==> config.mk <==
export PLATFORM = sky130hd
export DESIGN_NAME = addsub_sequencer
export DESIGN_NICKNAME = d
export VERILOG_FILES = /design/src/rtl/addsub_sequencer_pkg.sv /design/src/rtl/addsub_sequencer.sv
export SDC_FILE = /design/constraint.sdc
export NUM_CORES = 1
export LEC_CHECK = 0
export ABC_AREA = 0
export CAP_MARGIN = 20
export CORE_MARGIN = 10
export CORE_UTILIZATION = 40
export DETAILED_ROUTE_END_ITERATION = 16
export GPL_TIMING_DRIVEN = 0
export HOLD_SLACK_MARGIN = 0.02
export PLACE_DENSITY_LB_ADDON = 0.2
export SLEW_MARGIN = 5
export SYNTH_ARGS = -nofsm -noshare
export SYNTH_HDL_FRONTEND = slang
export SYNTH_SLANG_ARGS = --single-unit
export TNS_END_PERCENT = 1
==> constraint.sdc <==
create_clock -name clk -period 1.3 [get_ports clk]
set_input_delay 0.195 -clock clk [delete_from_list [all_inputs] [get_ports clk]]
set_output_delay 0.195 -clock clk [all_outputs]
set_load 0.05 [all_outputs]
==> src/rtl/addsub_sequencer_pkg.sv <==
// Shared definitions for the add/subtract sequencer: op codes, FSM states,
// flag bit positions and the flag computation used at result capture.
package addsub_sequencer_pkg;

  typedef enum logic [2:0] {
    OP_ADD = 3'd0,
    OP_SUB = 3'd1,
    OP_CMP = 3'd2,
    OP_INC = 3'd3,
    OP_DEC = 3'd4
  } op_e;

  typedef enum logic [1:0] {
    ST_IDLE = 2'd0,
    ST_EXEC = 2'd1,
    ST_RESP = 2'd2
  } state_e;

  localparam int FLAG_Z = 3;
  localparam int FLAG_N = 2;
  localparam int FLAG_C = 1;
  localparam int FLAG_V = 0;

  // Codes 5..7 are reserved and answered with an error response.
  function automatic logic is_legal_op(input logic [2:0] op);
    return (op <= 3'(OP_DEC));
  endfunction

  // Flags for an adder computing a + (b ^ {8{cin}}) + cin. V compares the
  // sign of A with the sign of the operand the adder actually saw.
  function automatic logic [3:0] calc_flags(input logic [7:0] a,
                                            input logic [7:0] b,
                                            input logic       cin,
                                            input logic [7:0] sum,
                                            input logic       cout);
    logic [7:0] d;
    logic [3:0] f;
    d         = b ^ {8{cin}};
    f         = '0;
    f[FLAG_Z] = (sum == 8'h00);
    f[FLAG_N] = sum[7];
    f[FLAG_C] = cout;
    f[FLAG_V] = (a[7] == d[7]) && (sum[7] != a[7]);
    return f;
  endfunction

endpackage

==> src/rtl/addsub_sequencer.sv <==
// Request/response sequencer in front of the 8-bit add/subtract stage.
// Latches a request, holds mapped operands on the adder until it reports
// ready (or a timeout expires), then presents the captured result.
module addsub_sequencer
  import addsub_sequencer_pkg::*;
#(
  parameter int TIMEOUT = 16
) (
  input  logic       clk,
  input  logic       reset,
  input  logic       req_valid,
  output logic       req_ready,
  input  logic [2:0] req_op,
  input  logic [7:0] req_a,
  input  logic [7:0] req_b,
  output logic       resp_valid,
  input  logic       resp_ready,
  output logic [7:0] resp_result,
  output logic [3:0] resp_flags,
  output logic       resp_err,
  output logic       add_en,
  output logic       add_cin,
  output logic [7:0] add_a,
  output logic [7:0] add_b,
  input  logic [7:0] add_sum,
  input  logic       add_cout,
  input  logic       add_ready
);

  localparam logic [7:0] TIMEOUT_LAST = 8'(TIMEOUT - 1);

  state_e     state_q;
  logic [2:0] op_q;
  logic [7:0] add_a_q;
  logic [7:0] add_b_q;
  logic       add_cin_q;
  logic [7:0] result_q;
  logic [3:0] flags_q;
  logic       err_q;
  logic [7:0] cnt_q;

  logic [7:0] map_b_d;
  logic       map_cin_d;
  logic [3:0] flags_d;
  logic [7:0] result_d;

  // Operand mapping of the incoming request and the capture values from the adder.
  always_comb begin
    map_b_d   = req_b;
    map_cin_d = 1'b0;
    case (req_op)
      3'(OP_SUB), 3'(OP_CMP): map_cin_d = 1'b1;
      3'(OP_INC): begin
        map_b_d   = 8'hFF;
        map_cin_d = 1'b1;
      end
      3'(OP_DEC): begin
        map_b_d   = 8'hFF;
        map_cin_d = 1'b0;
      end
      default: ;
    endcase
    flags_d  = calc_flags(add_a_q, add_b_q, add_cin_q, add_sum, add_cout);
    // CMP only updates the flags; the result register keeps its value.
    result_d = (op_q == 3'(OP_CMP)) ? result_q : add_sum;
  end

  // Control FSM with all datapath registers.
  always_ff @(posedge clk) begin
    if (reset) begin
      state_q   <= ST_IDLE;
      op_q      <= '0;
      add_a_q   <= '0;
      add_b_q   <= '0;
      add_cin_q <= 1'b0;
      result_q  <= '0;
      flags_q   <= '0;
      err_q     <= 1'b0;
      cnt_q     <= '0;
    end else begin
      case (state_q)
        ST_IDLE: begin
          if (req_valid) begin
            op_q <= req_op;
            if (is_legal_op(req_op)) begin
              add_a_q   <= req_a;
              add_b_q   <= map_b_d;
              add_cin_q <= map_cin_d;
              cnt_q     <= '0;
              state_q   <= ST_EXEC;
            end else begin
              err_q   <= 1'b1;
              state_q <= ST_RESP;
            end
          end
        end
        ST_EXEC: begin
          if (add_ready) begin
            result_q <= result_d;
            flags_q  <= flags_d;
            err_q    <= 1'b0;
            cnt_q    <= '0;
            state_q  <= ST_RESP;
          end else if (cnt_q == TIMEOUT_LAST) begin
            err_q   <= 1'b1;
            cnt_q   <= '0;
            state_q <= ST_RESP;
          end else begin
            cnt_q <= cnt_q + 8'd1;
          end
        end
        ST_RESP: begin
          if (resp_ready) begin
            state_q <= ST_IDLE;
          end
        end
        default: state_q <= ST_IDLE;
      endcase
    end
  end

  // Handshake and enable outputs decode directly from the state register.
  assign req_ready   = (state_q == ST_IDLE);
  assign resp_valid  = (state_q == ST_RESP);
  assign add_en      = (state_q == ST_EXEC);
  assign add_a       = add_a_q;
  assign add_b       = add_b_q;
  assign add_cin     = add_cin_q;
  assign resp_result = result_q;
  assign resp_flags  = flags_q;
  assign resp_err    = err_q;

endmodule

## Word level (Yosys, flattened, before mapping)

Cells that the tools add are included.

- $add $sub $neg: 1
- Order comparisons: 1
- Eq/ne operators: 15
- Mux-type cells: 18
- Bitwise logic cells: 2
- Reductions and logical operators: 13

Operators with widths:

| operator | count |
|---|---|
| $mux 8 | 5 |
| $pmux 8 s2 | 1 |
| $reduce_and 3->1 | 4 |
| $mux 2 | 5 |
| $eq 3x2->1 const B | 3 |
| $add 8x1->8 const B | 1 |
| $eq 8x4->1 const B | 1 |
| $logic_not 8->1 | 1 |
| $xor 8x8->8 | 1 |
| $pmux 2 s3 | 1 |
| $mux 1 | 5 |
| $ne 2x1->1 const B | 2 |
| $ne 2x2->1 const B | 2 |
| $reduce_and 2->1 | 2 |
| $reduce_and 4->1 | 1 |
| $eq 3x1->1 const B | 1 |
| $eq 3x3->1 const B | 1 |
| $le 3x3->1 const B | 1 |
| $ne 3x1->1 const B | 1 |
| $reduce_or 3->1 | 1 |
| $eq 2x1->1 const B | 1 |
| $eq 2x2->1 const B | 1 |
| $logic_not 2->1 | 1 |
| $pmux 1 s2 | 1 |
| 6 further kinds | 6 |

- Flip-flop bits (word level): 43
- Input port bits: 33
- Output and inout port bits: 33
- Word-level logic and storage cells: 59

## Logic depth before layout (Yosys ltp)

Gate-level depths: netlist (run 1).

- Word-level depth: 4
- Mapped depth: 7

## Worst setup path after synthesis (run 1)

No wires, ideal clock.

- Path type: register to register
- Start point: register state_q[1]
- End point: register add_a_q[0] (netlist: add_a[0])
- Library setup time: 132 ps
- Arrival time: 1716 ps
- Required time: 1168 ps
- Slack: -548 ps
- Stages on the path, launching flop included: 5
- Buffers on the path: 0
- Clock period less this slack: 1848 ps
- Path through: dfxtp_1 nor2_1 nand3_1 nand2_1 a21oi_1

- Cells in the longest elaborated chain, start to end: 2

RTL lines:

| what | RTL line | RTL |
|---|---|---|
| start: declaration | addsub_sequencer.sv:32 | `state_e state_q;` |
| start signal: assignment | addsub_sequencer.sv:71 | `state_q <= ST_IDLE;` |
| start signal: assignment | addsub_sequencer.sv:90 | `state_q <= ST_EXEC;` |
| start signal: assignment | addsub_sequencer.sv:93 | `state_q <= ST_RESP;` |
| $logic_not 2->1 | -- |  |
| net req_ready | addsub_sequencer.sv:12 | `output logic req_ready,` |
| $reduce_and 3->1 (no line) | -- |  |
| end signal: assignment | addsub_sequencer.sv:86 | `add_a_q <= req_a;` |
| end: declaration | addsub_sequencer.sv:34 | `logic [7:0] add_a_q;` |

The timed path passes the listed nets, and every way through them passes these cells.
A chain may end at the register's enable or synchronous reset.

## Worst setup path after layout (run 1)

- Start point: input req_op[0]
- End point: register cnt_q[7]

- Cells in the longest elaborated chain, start to end: 3

RTL lines:

| what | RTL line | RTL |
|---|---|---|
| start: declaration | addsub_sequencer.sv:13 | `input logic [2:0] req_op,` |
| $le 3x3->1 | addsub_sequencer_pkg.sv:26 | `return (op <= 3'(OP_DEC));` |
| $ne 2x1->1 (no line) | -- |  |
| $reduce_and 3->1 (no line) | -- |  |
| end signal: assignment | addsub_sequencer.sv:109 | `cnt_q <= cnt_q + 8'd1;` |
| end: declaration | addsub_sequencer.sv:40 | `logic [7:0] cnt_q;` |

Every way passes these cells.

==> results of run 1 <==
-- synthesized netlist by cell type (all sizes together) --
cell	count	share of area
clkbuf	4	0.019
mux2i	11	0.061
nand4	1	0.0035
nor2b	4	0.018
or3b	1	0.0049
and2	2	0.0069
nand2	22	0.046
a22oi	1	0.0042
a221oi	1	0.0049
o21a	2	0.0083
nand2b	2	0.0069
o21bai	3	0.021
nand3	5	0.014
nor3b	1	0.0042
o31ai	3	0.012
o21ai	4	0.011
and2b	2	0.0097
a21oi	20	0.060
nor4	2	0.0069
or3	2	0.0069
nor3	10	0.028
buf	4	0.024
xor2	2	0.0097
a211o	1	0.0056
or4	4	0.019
a211oi	2	0.0083
nor2	37	0.077
nand3b	2	0.0083
ha	1	0.0069
a311oi	1	0.0049
inv	1	0.0021
dfxtp	43	0.48
-- metal layers --
metal	vias to the layer above	share of wire	track usage
li1	856	-	-
met3	9	0.11	0.07022
met1	771	0.42	0.1554
met2	56	0.45	0.2012
met5	-	0	0
met4	0	0.019	0.05797
-- path summary, 6_finish.rpt --
check	depth (start not counted)	slack, ns	from	end
hold / removal	2	0.43	req_valid	add_cin
hold reg to reg	2	0.46	add_a[3]	add_a[3]
setup reg to reg	5	-0.19	state_q[0]	cnt_q[7]
setup / recovery	5	-0.20	req_op[0]	cnt_q[7]
-- worst max-delay path: stages --
cell,delay (ns)
clkdlybuf4s50_1,0.51
nor2_2,0.24
o21bai_4,0.12
or4_4,0.52
a21oi_2,0.13
-- cell type report --
| type | instances | area [µm²] |
|---|---|---|
| fill | 379 | 1503 |
| buffer | 8 | 85.08 |
| timing repair buffer | 73 | 748.2 |
| clock buffer | 8 | 100.1 |
| multi-input combinational | 149 | 974.7 |
| inverter | 1 | 3.754 |
| tap | 52 | 65.06 |
| sequential | 43 | 874.6 |
-- cell families (layout without fill, tap and decap cells) --
family / after synthesis / count (layout) / share of synthesized area
simple gates: 97 / 97 / 0.2595
flops: 43 / 43 / 0.4774
compound gates: 38 / 38 / 0.1402
xor+xnor: 2 / 2 / 0.009717
buf+inv: 9 / 90 / 0.04510
fa+ha+maj: 1 / 1 / 0.006939
mux: 11 / 11 / 0.06107
-- cells in the final DEF (no fill, tap or decap), drive strengths merged, types with 2 or more instances in the layout --
| cell type | instances |
|---|---|
| nand3b | 2 |
| or3 | 2 |
| o31ai | 3 |
| or4 | 4 |
| mux2i | 11 |
| o21ai | 4 |
| and2 | 2 |
| a21oi | 20 |
| a211oi | 2 |
| xor2 | 2 |
| nor2b | 4 |
| clkdlybuf4s50 | 31 |
| nand2b | 2 |
| buf | 17 |
| o21bai | 3 |
| nor3 | 10 |
| nor4 | 2 |
| o21a | 2 |
| nor2 | 37 |
| dfxtp | 43 |
| nand3 | 5 |
| and2b | 2 |
| clkdlybuf4s15 | 28 |
| nand2 | 22 |
| clkbuf | 12 |
-- what timing repair did --
item	in CTS	in global routing
setup buffers	8	0
endpoints found under the setup margin	69	48
gates resized for setup	125	23
pin swaps	4	1
endpoints found under the hold margin	0	0
-- power by group through the flow --
stage	Sequential [mW]	Clock [mW]	Combinational, mW
finish	1.46	0.916	0.936
global placement	1.49	0	0.864
floorplan	1.70	0	0.337
detailed placement	1.49	0	0.866
global route	1.47	1.01	1.01
CTS	1.46	0.945	0.921
-- metrics by stage --
step	std cells	instance area, µm²	total power, mW	setup WS [ns]	hold slack (ns)
2_1_floorplan	201	1832	2.033	-0.1181	0.3018
3_3_place_gp	318	2547	2.351	-0.5978	0.4421
3_5_place_dp	318	2547	2.355	-0.6151	0.4481
4_1_cts	334	2816	3.326	-0.1811	0.3584
5_1_grt	334	2851	3.482	-0.2592	0.4306
6_report	334	2851	3.312	-0.2006	0.4262
-- registers in the layout, indices dropped and copies added (netlist names), 2 cells and up --
signal / count
add_b: 8
state_q: 2
resp_flags: 4
resp_result: 8
op_q: 3
cnt_q: 8
add_a: 8
==> flow_summary.json, run 1 <==
{
  "status": "finished with violations",
  "violations": "negative setup slack",
  "ys_types": 40,
  "syn_avg_cell_area_um2": 8.970,
  "hold_buffers": 0,
  "clock.fmax_mhz": 666.4,
  "arrival_ns": 1.73,
  "rsz0062_at_grt": "yes",
  "required_ns": 1.53,
  "dieWidth_um": 87.14,
  "syn_inst": 201,
  "rows": 24,
  "finalCoreUtilization": 0.6549,
  "grt_pass1_vias": 1704,
  "power_switching_mw": 1.032,
  "drc": 0,
  "worstSetupStartpointType": "input pin",
  "post-dp-hpwl_um": 3661,
  "nets": 315,
  "wire_per_inst_um": 15.27,
  "start_util": 0.4141,
  "core-area_um2": 4354,
  "routed_via_density": 5.066,
  "die_y_um": 87.14,
  "cts-buffers-inserted": 5,
  "setup.worst_path.class": "in2reg",
  "clk_pin_slew_ns": 0.07,
  "grt_pass1_wl_um": 8176,
  "yosysSeqAreaShare": 0.4774,
  "synth.ff_latch_count": 43,
  "dr.pass1.iters": 4,
  "synth_warnings": 0,
  "numClockSinks": 43,
  "worst_pin_slew_ns": 0.4269,
  "maxCapViolCount": 0,
  "grt_max_degree": 13,
  "ir_worst_vdd_mv": 0.5487,
  "io_pins": 66,
  "slew_headroom": 0.7154,
  "clk_path_buf_depth": 2,
  "drtIter0Drc": 43,
  "swShare": 0.3116,
  "drv_slew": 0,
  "antenna_found_initial": 0,
  "grt-ovfl-total": 0,
  "finalSetupViolCount": 39,
  "min_path_type": "in2reg",
  "pwr-share-seq": 0.441,
  "die_area_um2": 7593,
  "power_frac_comb": 0.283,
  "post-route-period-util": 1.154,
  "port_buffers": 65,
  "setup_ws_ns": -0.2006,
  "synth_fp_nets": 235,
  "drive_above_1_share": 0.3156,
  "place.gp.congestion": 0.7789,
  "clk-insertion-delay-late_ns": 0.29,
  "clkPwrFrac": 0.277,
  "critPathCaptureType": "flip-flop",
  "p_leak_nw": 1.045,
  "antenna_cells": 0,
  "root_buffer": "clkbuf_8",
  "fin_crit_ns": 1.501,
  "p_per_area_nw_per_um2": 1161,
  "netlist_area_um2": 1803,
  "p_int_mw": 2.280,
  "via_count": 1692,
  "syn_to_final_growth_pct": 58.15,
  "wirelength_um": 5101,
  "ant_nets": 0,
  "cp_max_fo": 5,
  "track_usage": 0.1340,
  "hold_viol": 0,
  "setup-tns-final_ns": -5.399,
  "cts_htree_levels": 2,
  "fin_skew_ns": 0.002374,
  "cts_tree": "done"
}
(Power assumes the default switching activity.)
==> inputs of run 2 (changes only) <==
==> constraint.sdc (replaced) <==
create_clock -name clk -period 1.6 [get_ports clk]
set_input_delay 0.24 -clock clk [delete_from_list [all_inputs] [get_ports clk]]
set_output_delay 0.24 -clock clk [all_outputs]
set_load 0.05 [all_outputs]
==> run 2 against run 1 <==
Compared with the run above: the run now ends clean; routed wire length shrank 11%; global-route usage shrank 1.6 points; non-clock buffer count fell by 7; count of clock-buffer cells in the layout decreased by 2; combinational power is 29% lower; design area fell by 7.1%; final cell count shrank 2.1%; hold slack got worse by 0.058 ns; total power down 18%.
==> flow_summary.json, run 2 (synthesis gave the netlist of run 1 again) <==
{
  "wirelength_um": 4551,
  "fin_crit_ns": 1.541,
  "worst_pin_slew_ns": 0.5255,
  "min_path_type": "in2reg",
  "cp_max_fo": 6,
  "grt_pass1_vias": 1566,
  "power_frac_comb": 0.245,
  "drc": 0,
  "post-route-period-util": 0.9633,
  "final-seq-area_um2": 864.6,
  "critPathCaptureType": "flip-flop",
  "nets": 308,
  "final_cell_count_no_fill": 327,
  "port_buffers": 65,
  "multiInputGateArea_um2": 897.1,
  "swShare": 0.3022,
  "finalCoreUtilization": 0.6083,
  "worst-path-buf-inv": 0,
  "cts_tree": "done",
  "rows": 24,
  "crit_chain": "or4_1 -> o21a_1 -> a211oi_1 -> o21a_1",
  "final_common_cell": "dfxtp_1",
  "rsz0062_at_grt": "yes",
  "root_buffer": "clkbuf_8",
  "antenna_found_initial": 0,
  "setup.worst_path.class": "reg2reg",
  "ir_worst_vdd_mv": 0.4787,
  "place_area_um2": 2521,
  "post-dp-hpwl_um": 3533,
  "hold_buffers": 0,
  "start_util": 0.4141,
  "required_ns": 1.84,
  "core-area_um2": 4354,
  "dr.pass1.iters": 4,
  "cts_htree_levels": 2,
  "io_pins": 66,
  "clk-insertion-delay-late_ns": 0.30,
  "grt_max_degree": 14,
  "grt_pass1_wl_um": 7320,
  "hold_depth": 2,
  "maxCapViolCount": 0,
  "status": "complete, no violations",
  "reg2reg_depth": 4,
  "die_area_um2": 7593,
  "numClockSinks": 43,
  "layout_common_cells": "dfxtp_1, nor2_1, clkdlybuf4s50_1, dlygate4sd2_1, nand2_1",
  "stdcell_area_um2": 2649,
  "p_per_area_nw_per_um2": 1026,
  "p_leak_nw": 1.105,
  "die_y_um": 87.14,
  "clk_pin_slew_ns": 0.08,
  "cp_slowest_cell": "or4_1",
  "cp_common_cell": "o21a_1",
  "holdWs_ns": 0.3683,
  "rr_endpoint": "resp_err",
  "fin_skew_ns": 0.004948,
  "dp.cells": 318,
  "power_switching_mw": 0.8211,
  "ant_nets": 0,
  "startpoint": "cnt_q[4]",
  "worstSetupStartpointType": "flip-flop",
  "crit_family": "compound AO/OA/AOI/OAI gates",
  "slew_headroom": 0.6511,
  "dp_slack_ns": -0.3953,
  "arrival_ns": 1.78,
  "hp-start": "req_valid",
  "drive_above_1_share": 0.1236,
  "dieWidth_um": 87.14,
  "pwr-share-seq": 0.435,
  "drtIter0Drc": 61,
  "max_stage_delay_ns": 0.52,
  "finalSetupViolCount": 0,
  "wire_per_inst_um": 13.92,
  "clk_path_buf_depth": 2,
  "r2r-start": "cnt_q[4]",
  "routed_via_density": 5.009,
  "fillers": 407,
  "clkPwrFrac": 0.320,
  "hold_viol": 0,
  "track_usage": 0.1183,
  "place.gp.congestion": 0.8546,
  "grt-ovfl-total": 0,
  "r2r_slack_ns": 0.06,
  "endpoint": "resp_err",
  "cp.depth": 4,
  "syn_to_final_growth_pct": 46.91,
  "drv_slew": 0,
  "cts-buffers-inserted": 5,
  "antenna_cells": 0,
  "setup_ws_ns": 0.05868,
  "clock.fmax_mhz": 648.8,
  "p_int_mw": 1.896,
  "via_count": 1638
}
[run 2: layout make-up]
cell class,instances,area share
clock buffer,6,0.03118
multi-input combinational,149,0.3387
inverter,1,0.001417
tap,52,0.02456
buffer,8,0.02929
clock inverter,2,0.01323
timing repair buffer,66,0.2352
sequential,43,0.3264
[run 2: through the flow]
| stage | total power [mW] | TNS, ns |
|---|---|---|
| after floorplan | 1.641 | -0.6437 |
| after global placement | 1.897 | -10.71 |
| after detailed placement | 1.901 | -10.86 |
| after CTS | 2.751 | 0 |
| after global routing | 2.847 | -0.01634 |
| final | 2.717 | 0 |
[run 2: how the worst min path moves through the flow]
stage                          to  slack, ns
finish                    add_cin       0.37
global route              add_cin       0.39
CTS                       add_cin       0.36
detailed placement  resp_flags[3]       0.45
global placement         add_a[2]       0.44
floorplan                 add_cin       0.35
[run 2: routing by layer]
metal	wire [µm]	GRT usage	vias up
met2	2153	0.1812	38
met5	0	0	-
met3	357	0.05431	6
met1	1999	0.1448	746
met4	40	0.03478	0
li1	-	-	848
[run 2: worst register-to-register path: cells and delay by family, from the launching register on]
kind	cells	cell delay [ns]
AO/OA/AOI/OAI	3	0.63
flip-flops	1	0.35
AND/OR/NAND/NOR	1	0.52
[run 2: timing repair]
| action | CTS | global route |
|---|---|---|
| pin swaps | 1 | 1 |
| setup endpoints to repair | 52 | 33 |
| setup buffers | 0 | 1 |
| gates resized for setup | 44 | 10 |
[run 2: power groups by stage]
stage / Clock [mW] / Combinational, mW / Sequential [mW]
floorplan: 0 / 0.267 / 1.37
global placement: 0 / 0.693 / 1.20
detailed placement: 0 / 0.695 / 1.21
CTS: 0.901 / 0.669 / 1.18
global route: 0.939 / 0.716 / 1.19
finish: 0.870 / 0.665 / 1.18
==> inputs of run 3 (changes only) <==
--- a/config.mk
+++ b/config.mk
@@ -7,9 +7,11 @@
 export LEC_CHECK = 0
 export ABC_AREA = 0
 export CAP_MARGIN = 20
+export CORE_ASPECT_RATIO = 0.7
 export CORE_MARGIN = 10
 export CORE_UTILIZATION = 40
 export DETAILED_ROUTE_END_ITERATION = 16
+export GPL_ROUTABILITY_DRIVEN = 0
 export GPL_TIMING_DRIVEN = 0
 export HOLD_SLACK_MARGIN = 0.02
 export PLACE_DENSITY_LB_ADDON = 0.2
==> run 3 against run 2 <==
Compared with the run above: fmax shrank 1.5%; total power decreased by 6.5%; register-to-register slack worse by 0.02 ns; critical path type unchanged; non-clock buffer count did not move; global-route usage up 0.87 points; clock power down 22%; count of clock-buffer cells in the layout did not move; sequential cell count stayed put.
==> flow_summary.json, run 3 (synthesis gave the netlist of run 1 again) <==
{
  "p_int_mw": 1.701,
  "hp-start": "req_valid",
  "start_util": 0.4141,
  "r2r-start": "state_q[1]",
  "ir_worst_vdd_mv": 0.4923,
  "swShare": 0.3305,
  "grt_pass1_wl_um": 8010,
  "drv_slew": 0,
  "rows": 20,
  "clk_path_buf_depth": 2,
  "reg2reg_depth": 5,
  "cp_slowest_cell": "or3b_4",
  "cts_htree_levels": 2,
  "min_path_type": "in2reg",
  "routed_via_density": 5.012,
  "finalCoreUtilization": 0.6052,
  "clk_pin_slew_ns": 0.08,
  "worst_pin_slew_ns": 0.5172,
  "post-route-period-util": 0.9779,
  "fin_crit_ns": 1.565,
  "slew_headroom": 0.6566,
  "r2r_slack_ns": 0.04,
  "p_per_area_nw_per_um2": 964.4,
  "status": "complete, no violations",
  "nets": 308,
  "ant_nets": 0,
  "fin_skew_ns": 0.005854,
  "power_frac_comb": 0.267,
  "rsz0062_at_grt": "yes",
  "crit_chain": "or3b_4 -> buf_6 -> a211o_4 -> nor2_1 -> nor3_2",
  "setup.worst_path.class": "reg2reg",
  "dieWidth_um": 100.2,
  "maxCapViolCount": 0,
  "final_common_cell": "dfxtp_1",
  "wire_per_inst_um": 14.62,
  "port_buffers": 65,
  "numClockSinks": 43,
  "clock.fmax_mhz": 639.1,
  "cts-buffers-inserted": 5,
  "rr_endpoint": "add_b[5]",
  "wirelength_um": 4823,
  "fillers": 414,
  "max_stage_delay_ns": 0.39,
  "startpoint": "state_q[1]",
  "power_switching_mw": 0.8399,
  "core-area_um2": 4354,
  "io_pins": 66,
  "drc": 0,
  "stdcell_area_um2": 2635,
  "root_buffer": "clkbuf_8",
  "pwr-share-seq": 0.466,
  "hold_viol": 0,
  "syn_to_final_growth_pct": 46.15,
  "layout_common_cells": "dfxtp_1, nor2_1, clkdlybuf4s50_1, dlygate4sd2_1, nand2_1",
  "required_ns": 1.79,
  "clk-insertion-delay-late_ns": 0.29,
  "drive_above_1_share": 0.1345,
  "drtIter0Drc": 67,
  "via_count": 1654,
  "p_leak_nw": 1.092,
  "track_usage": 0.1270,
  "holdWs_ns": 0.3809,
  "grt_max_degree": 14,
  "antenna_found_initial": 0,
  "dr.pass1.iters": 4,
  "worstSetupStartpointType": "flip-flop",
  "cts_tree": "done",
  "hold_end": "add_cin",
  "hold_buffers": 0,
  "place_area_um2": 2525,
  "grt_pass1_vias": 1592,
  "antenna_cells": 0,
  "cp_max_fo": 9,
  "clkPwrFrac": 0.267,
  "hold_depth": 2,
  "grt-ovfl-total": 0,
  "die_area_um2": 7636,
  "arrival_ns": 1.76,
  "post-dp-hpwl_um": 3680,
  "die_y_um": 76.17,
  "critPathCaptureType": "flip-flop",
  "finalSetupViolCount": 0
}
==> run 3: area by class of cell <==
cell class | count | area [µm²] | area share
plain buffers | 8 | 80.08 | 0.03039
clock buffers | 6 | 72.57 | 0.02754
flip-flops and latches | 43 | 868.3 | 0.3295
well taps | 55 | 68.82 | 0.02612
inverters | 1 | 3.754 | 0.001424
clock inverters | 2 | 12.51 | 0.004748
repair buffers | 66 | 623.1 | 0.2365
multi-input cells | 149 | 905.9 | 0.3438
==> run 3: power groups by stage <==
stage                     logic, mW  clock network, mW  registers, mW
after floorplan               0.267                  0           1.37
after global placement        0.693                  0           1.20
after detailed placement      0.698                  0           1.21
after CTS                     0.662              0.699           1.18
after global routing          0.732              0.753           1.20
final                         0.679              0.679           1.18
==> run 3: critical path: cells and delay by family, from the launching register on <==
kind,cells,cell delay (ns)
flip-flops,1,0.38
buffers and inverters,1,0.15
AO/OA/AOI/OAI,1,0.36
AND/OR/NAND/NOR,3,0.58
==> run 3: layer usage <==
metal  vias up  share of wire  GRT usage
met3         4          0.085    0.05254
met4         0          0.010    0.03803
met1       760           0.48     0.1732
met5         -              0          0
met2        50           0.42     0.1756
li1        840              -          -
==> run 3: how the worst max path moves through the flow <==
stage                     to  slack, ns  depth (start not counted)
3_5_place_dp        add_b[5]      -0.39                          6
6_report            add_b[5]       0.04                          5
2_1_floorplan  resp_flags[0]      -0.16                          4
4_1_cts             cnt_q[0]       0.01                          4
3_3_place_gp        add_b[1]      -0.39                          6
5_1_grt             resp_err      -0.02                          4
==> run 3: metrics by stage <==
step                power [mW]  TNS (ns)  std cells  worst slack, ns
floorplan                1.641   -0.6437        201          -0.1559
global placement         1.897    -10.87        321          -0.3940
detailed placement       1.906    -11.33        321          -0.3938
CTS                      2.544         0        329          0.01046
global route             2.680  -0.03579        330         -0.01971
finish                   2.541         0        330          0.03535
==> run 3: what timing repair did <==
item / 4_1_cts / 5_1_grt
endpoints found under the hold margin: 0 / 0
resized for setup: 48 / 13
setup endpoints to repair: 62 / 29
buffers inserted: 0 / 1
==> patch 1, RTL diff (config.mk and constraints of run 1) <==
Encoding of `state_e`: now one-hot (3 bits for 3 states).
--- a/src/rtl/addsub_sequencer_pkg.sv
+++ b/src/rtl/addsub_sequencer_pkg.sv
@@ -12,6 +12,6 @@
 
-  typedef enum logic [1:0] {
-    ST_IDLE = 2'd0,
-    ST_EXEC = 2'd1,
-    ST_RESP = 2'd2
+  typedef enum logic [2:0] {
+    ST_IDLE = 3'b001,
+    ST_EXEC = 3'b010,
+    ST_RESP = 3'b100
   } state_e;
Check against the original RTL: same outputs for any inputs over 10 cycles, from zero or initial values and one cycle with reset high; not proved beyond that.
==> patch 1 against run 1 <==
  * The run still ends with setup timing left
  * Clock skew grew 0.0038 ns
  * Sequential share of layout area grew 0.88 points
  * First-iteration DRC count grew 28%
  * Sequential power is essentially flat
  * Area after synthesis grew 1.7%
  * Non-clock buffer count shrank 2
  * Synthesized cell count grew 7.5%
  * Cell area shrank 0.83%
  * Sequential cell count grew 1
  * Routed wire length grew 2.7%
  * Die area grew 1.3%
  * Setup slack lost 0.023 ns
  * Total power shrank 6.2%
  * Largest power group unchanged
==> patch 1: results (changes against run 1) <==
{
  "status": {"value": "finished, violations left"},
  "violations_in_the_final_reports": {"value": "setup timing"},
  "gpl.final_weighted_congestion": {"value": 0.793, "change": "+1.8%"},
  "first_global_vias": {"value": 1717, "change": "+0.76%"},
  "post_synth_top_cells": {"value": "dfxtp_1 (44), nor2_1 (33), nand2_1 (32)"},
  "synth_sequential_area_ratio": {"value": 48.1, "unit": "%", "change": "+0.31 points"},
  "final_setup_margin": {"value": -0.224, "unit": "ns", "change": "-0.0231 ns"},
  "clock-skew-final": {"value": 0.00618, "unit": "ns", "change": "+0.00381 ns"},
  "timing.final.setup_violations": {"value": 38, "change": "-2.6%"},
  "synth.net_count": {"value": 250, "change": "+6.4%"},
  "worstPathArrival": {"value": 1.76, "unit": "ns", "change": "+0.03 ns"},
  "cpPeakStageDelay": {"value": 0.57, "unit": "ns", "change": "+0.05 ns"},
  "dpl_cell_area": {"value": 2570, "unit": "um2", "change": "+0.83%"},
  "relSlewSlack": {"value": 62.7, "unit": "%", "change": "-8.8 points"},
  "synth_top_cells_by_area": {"value": "dfxtp_1 (48%), nor2_1 (6.8%), nand2_1 (6.6%)"},
  "drt_iter0_markers": {"value": 55, "change": "+28%"},
  "grt_pass1_wl": {"value": 8.45, "unit": "mm", "change": "+3.4%"},
  "fin_setup_tns": {"value": -4.49, "unit": "ns", "change": "+0.909 ns"},
  "fill_cells": {"value": 374, "change": "-1.3%"},
  "setup.worst_path.end": {"value": "cnt_q[2]"},
  "ff2ff_path_depth": {"value": 3, "change": "-2"},
  "grt_start_max_net_pins": {"value": 15, "change": "+2"},
  "peakVddDrop": {"value": 0.000744, "unit": "V", "change": "+36%"},
  "drive_above_1_share": {"value": 24.6, "unit": "%", "change": "-7.0 points"},
  "dp_worst_setup_slack": {"value": -0.829, "unit": "ns", "change": "-0.214 ns"},
  "detailed_place_hpwl": {"value": 3.79, "unit": "mm", "change": "+3.6%"}
}
-- patch 1: cells by family (layout without fill, tap and decap cells) --
kind of cell    count (synthesis)  after routing  synth area share [%]
xor+xnor                        3              3                  1.43
buf+inv                        11             88                  3.28
compound gates                 42             42                  13.3
simple gates                  104            104                  27.2
flops                          44             44                  48.1
fa+ha+maj                       1              1                 0.682
mux                            11             11                  6.01
-- patch 1: how the worst min path moves through the flow --
stage	from	to	depth (start not counted)	slack [ns]
2_1_floorplan	req_a[0]	add_a[0]	2	0.33
3_3_place_gp	resp_err	resp_err	2	0.44
3_5_place_dp	resp_flags[2]	resp_flags[2]	2	0.45
4_1_cts	req_a[1]	add_a[1]	3	0.43
5_1_grt	req_valid	resp_err	3	0.33
6_report	req_valid	resp_err	3	0.31
-- patch 1: cell type report --
cell class,count,area [um2],share of cell area (%)
Buffer,7,58.8,2.08
Clock buffer,6,82.6,2.92
Clock inverter,2,15.0,0.531
Inverter,1,3.75,0.133
Multi-Input combinational cell,161,965,34.1
Sequential cell,44,892,31.5
Tap cell,52,65.1,2.30
Timing Repair Buffer,72,746,26.4
-- patch 1: power by group --
part           internal [mW]  switching [mW]  total (mW)
Clock                  0.430           0.471       0.901
Combinational          0.303           0.438       0.740
Sequential              1.42          0.0490        1.46
Total                   2.15           0.958        3.11
-- patch 1: per-layer routing --
layer / vias to the layer above / track usage, % / share of wire, %
met3: 7 / 6.50 / 8.4
li1: 897 / - / -
met2: 43 / 22.4 / 49
met4: 0 / 5.51 / 1.6
met1: 807 / 15.5 / 41
met5: - / 0 / 0
-- patch 1: metrics by stage --
stage | hold slack (ns) | total power [mW] | cells
6_report | 0.308 | 3.11 | 345
4_1_cts | 0.426 | 3.14 | 344
2_1_floorplan | 0.331 | 1.92 | 216
3_3_place_gp | 0.436 | 2.20 | 333
3_5_place_dp | 0.450 | 2.20 | 333
5_1_grt | 0.334 | 3.27 | 345
-- patch 1: timing repair --
action | CTS | global route
hold endpoints to repair | 0 | 0
gates resized for setup | 137 | 15
pin swaps | 8 | 3
endpoints found under the setup margin | 73 | 49
setup buffers | 6 | 1
-- patch 1: worst max-delay path, delay by kind of cell (launching register included) --
family,cells,cell delay [ns]
and+or+nand+nor,2,0.96
DFF,1,0.38
AOI/OAI and AO/OA,1,0.11
==> patch 2, RTL diff (settings of run 1) <==
Without the edit above. The parameter `TIMEOUT` goes from 16 to 15.
--- a/src/rtl/addsub_sequencer.sv
+++ b/src/rtl/addsub_sequencer.sv
@@ -6,3 +6,3 @@
 #(
-  parameter int TIMEOUT = 16
+  parameter int TIMEOUT = 15
 ) (
Check against the original RTL: same outputs for any inputs over 4 cycles, from zero or initial values and one cycle with reset high; that may be too few to reach the edited logic, so the function may still have changed.
==> patch 2 against run 1 <==
  * The run still ends with setup timing left
  * Area after synthesis grew 1.2%
  * Setup slack better by 0.13 ns
  * Routed wire length shrank 2.0%
  * Non-clock buffer count rose by 1
  * Total power shrank 2.5%
  * Count of clock-buffer cells in the layout did not move
  * Cell area up 1.3%
  * Critical path depth did not move
  * Sequential cell count stayed put
  * Critical path type is now register to register
  * Highest routed layer unchanged
==> patch 2: results (changes against run 1) <==
{
  "yosysUniqueCellTypes": {"value": 36, "change": "-10%"},
  "buffer_ports.inserted": {"value": 64, "change": "-1.5%"},
  "clockNetworkAreaShare": {"value": 3.46, "unit": "%", "change": "-0.046 points"},
  "final_nets": {"value": 324, "change": "+2.9%"},
  "clock-skew-final": {"value": 0.00714, "unit": "ns", "change": "+0.00476 ns"},
  "groute.layer.met1.usage": {"value": 15.4, "unit": "%", "change": "-0.17 points"},
  "drive_above_1_share": {"value": 34.5, "unit": "%", "change": "+2.9 points"},
  "violations_in_the_final_reports": {"value": "setup timing"},
  "yosys.area_share.adder": {"value": 1.37, "unit": "%", "change": "+0.68 points"},
  "gpl.final_weighted_congestion": {"value": 0.746, "change": "-4.2%"},
  "worst-path-max-fanout": {"value": 8, "change": "+3"},
  "final_util": {"value": 65.9, "unit": "%", "change": "+0.41 points"},
  "timing.final.setup_violations": {"value": 36, "change": "-7.7%"},
  "status": {"value": "finished, violations left"},
  "drt_iter0_markers": {"value": 41, "change": "-4.7%"},
  "final_setup_margin": {"value": -0.0742, "unit": "ns", "change": "+0.126 ns"},
  "compound_gate_fraction_of_synth_area": {"value": 15.0, "unit": "%", "change": "+1.0 points"},
  "layout.comb_gates.multi_input": {"value": 151, "change": "+1.3%"},
  "synth_sequential_area_ratio": {"value": 47.2, "unit": "%", "change": "-0.56 points"},
  "multi_input_area_share": {"value": 35.1, "unit": "%", "change": "+0.94 points"},
  "detailed_place_hpwl": {"value": 3.56, "unit": "mm", "change": "-2.8%"},
  "synth.net_count": {"value": 242, "change": "+3.0%"},
  "power_leakage": {"value": 1.06, "unit": "nW", "change": "+1.3%"},
  "peakVddDrop": {"value": 0.000684, "unit": "V", "change": "+25%"},
  "worstPathArrival": {"value": 1.59, "unit": "ns", "change": "-0.14 ns"}
}
## patch 2: changes by cell type in the layout (fill, tap and decap cells not counted), sizes merged, moves of 3 or more
cell,change
dlygate4sd2,+3
clkdlybuf4s50,-4
inv,+5
nand2,+4
## patch 2: cell families after synthesis
group	after synthesis
AO/OA/AOI/OAI	38
multiplexers	11
AND/OR/NAND/NOR	96
flip-flops	43
XOR/XNOR	4
buffers and inverters	13
adder cells (fa/ha/maj)	2
## patch 2: where the power goes
part / internal (mW) / switching, mW / leakage (nW)
Combinational: 0.349 / 0.510 / 0.652
Sequential: 1.39 / 0.0519 / 0.355
Clock: 0.485 / 0.438 / 0.0515
## patch 2: final timing paths
path                      start             to  slack (ns)  depth (start not counted)
setup / recovery       cnt_q[0]       cnt_q[1]       -0.07                          5
hold / removal            reset     state_q[1]        0.37                          2
setup reg to reg       cnt_q[0]       cnt_q[1]       -0.07                          5
hold reg to reg   resp_flags[1]  resp_flags[1]        0.46                          2
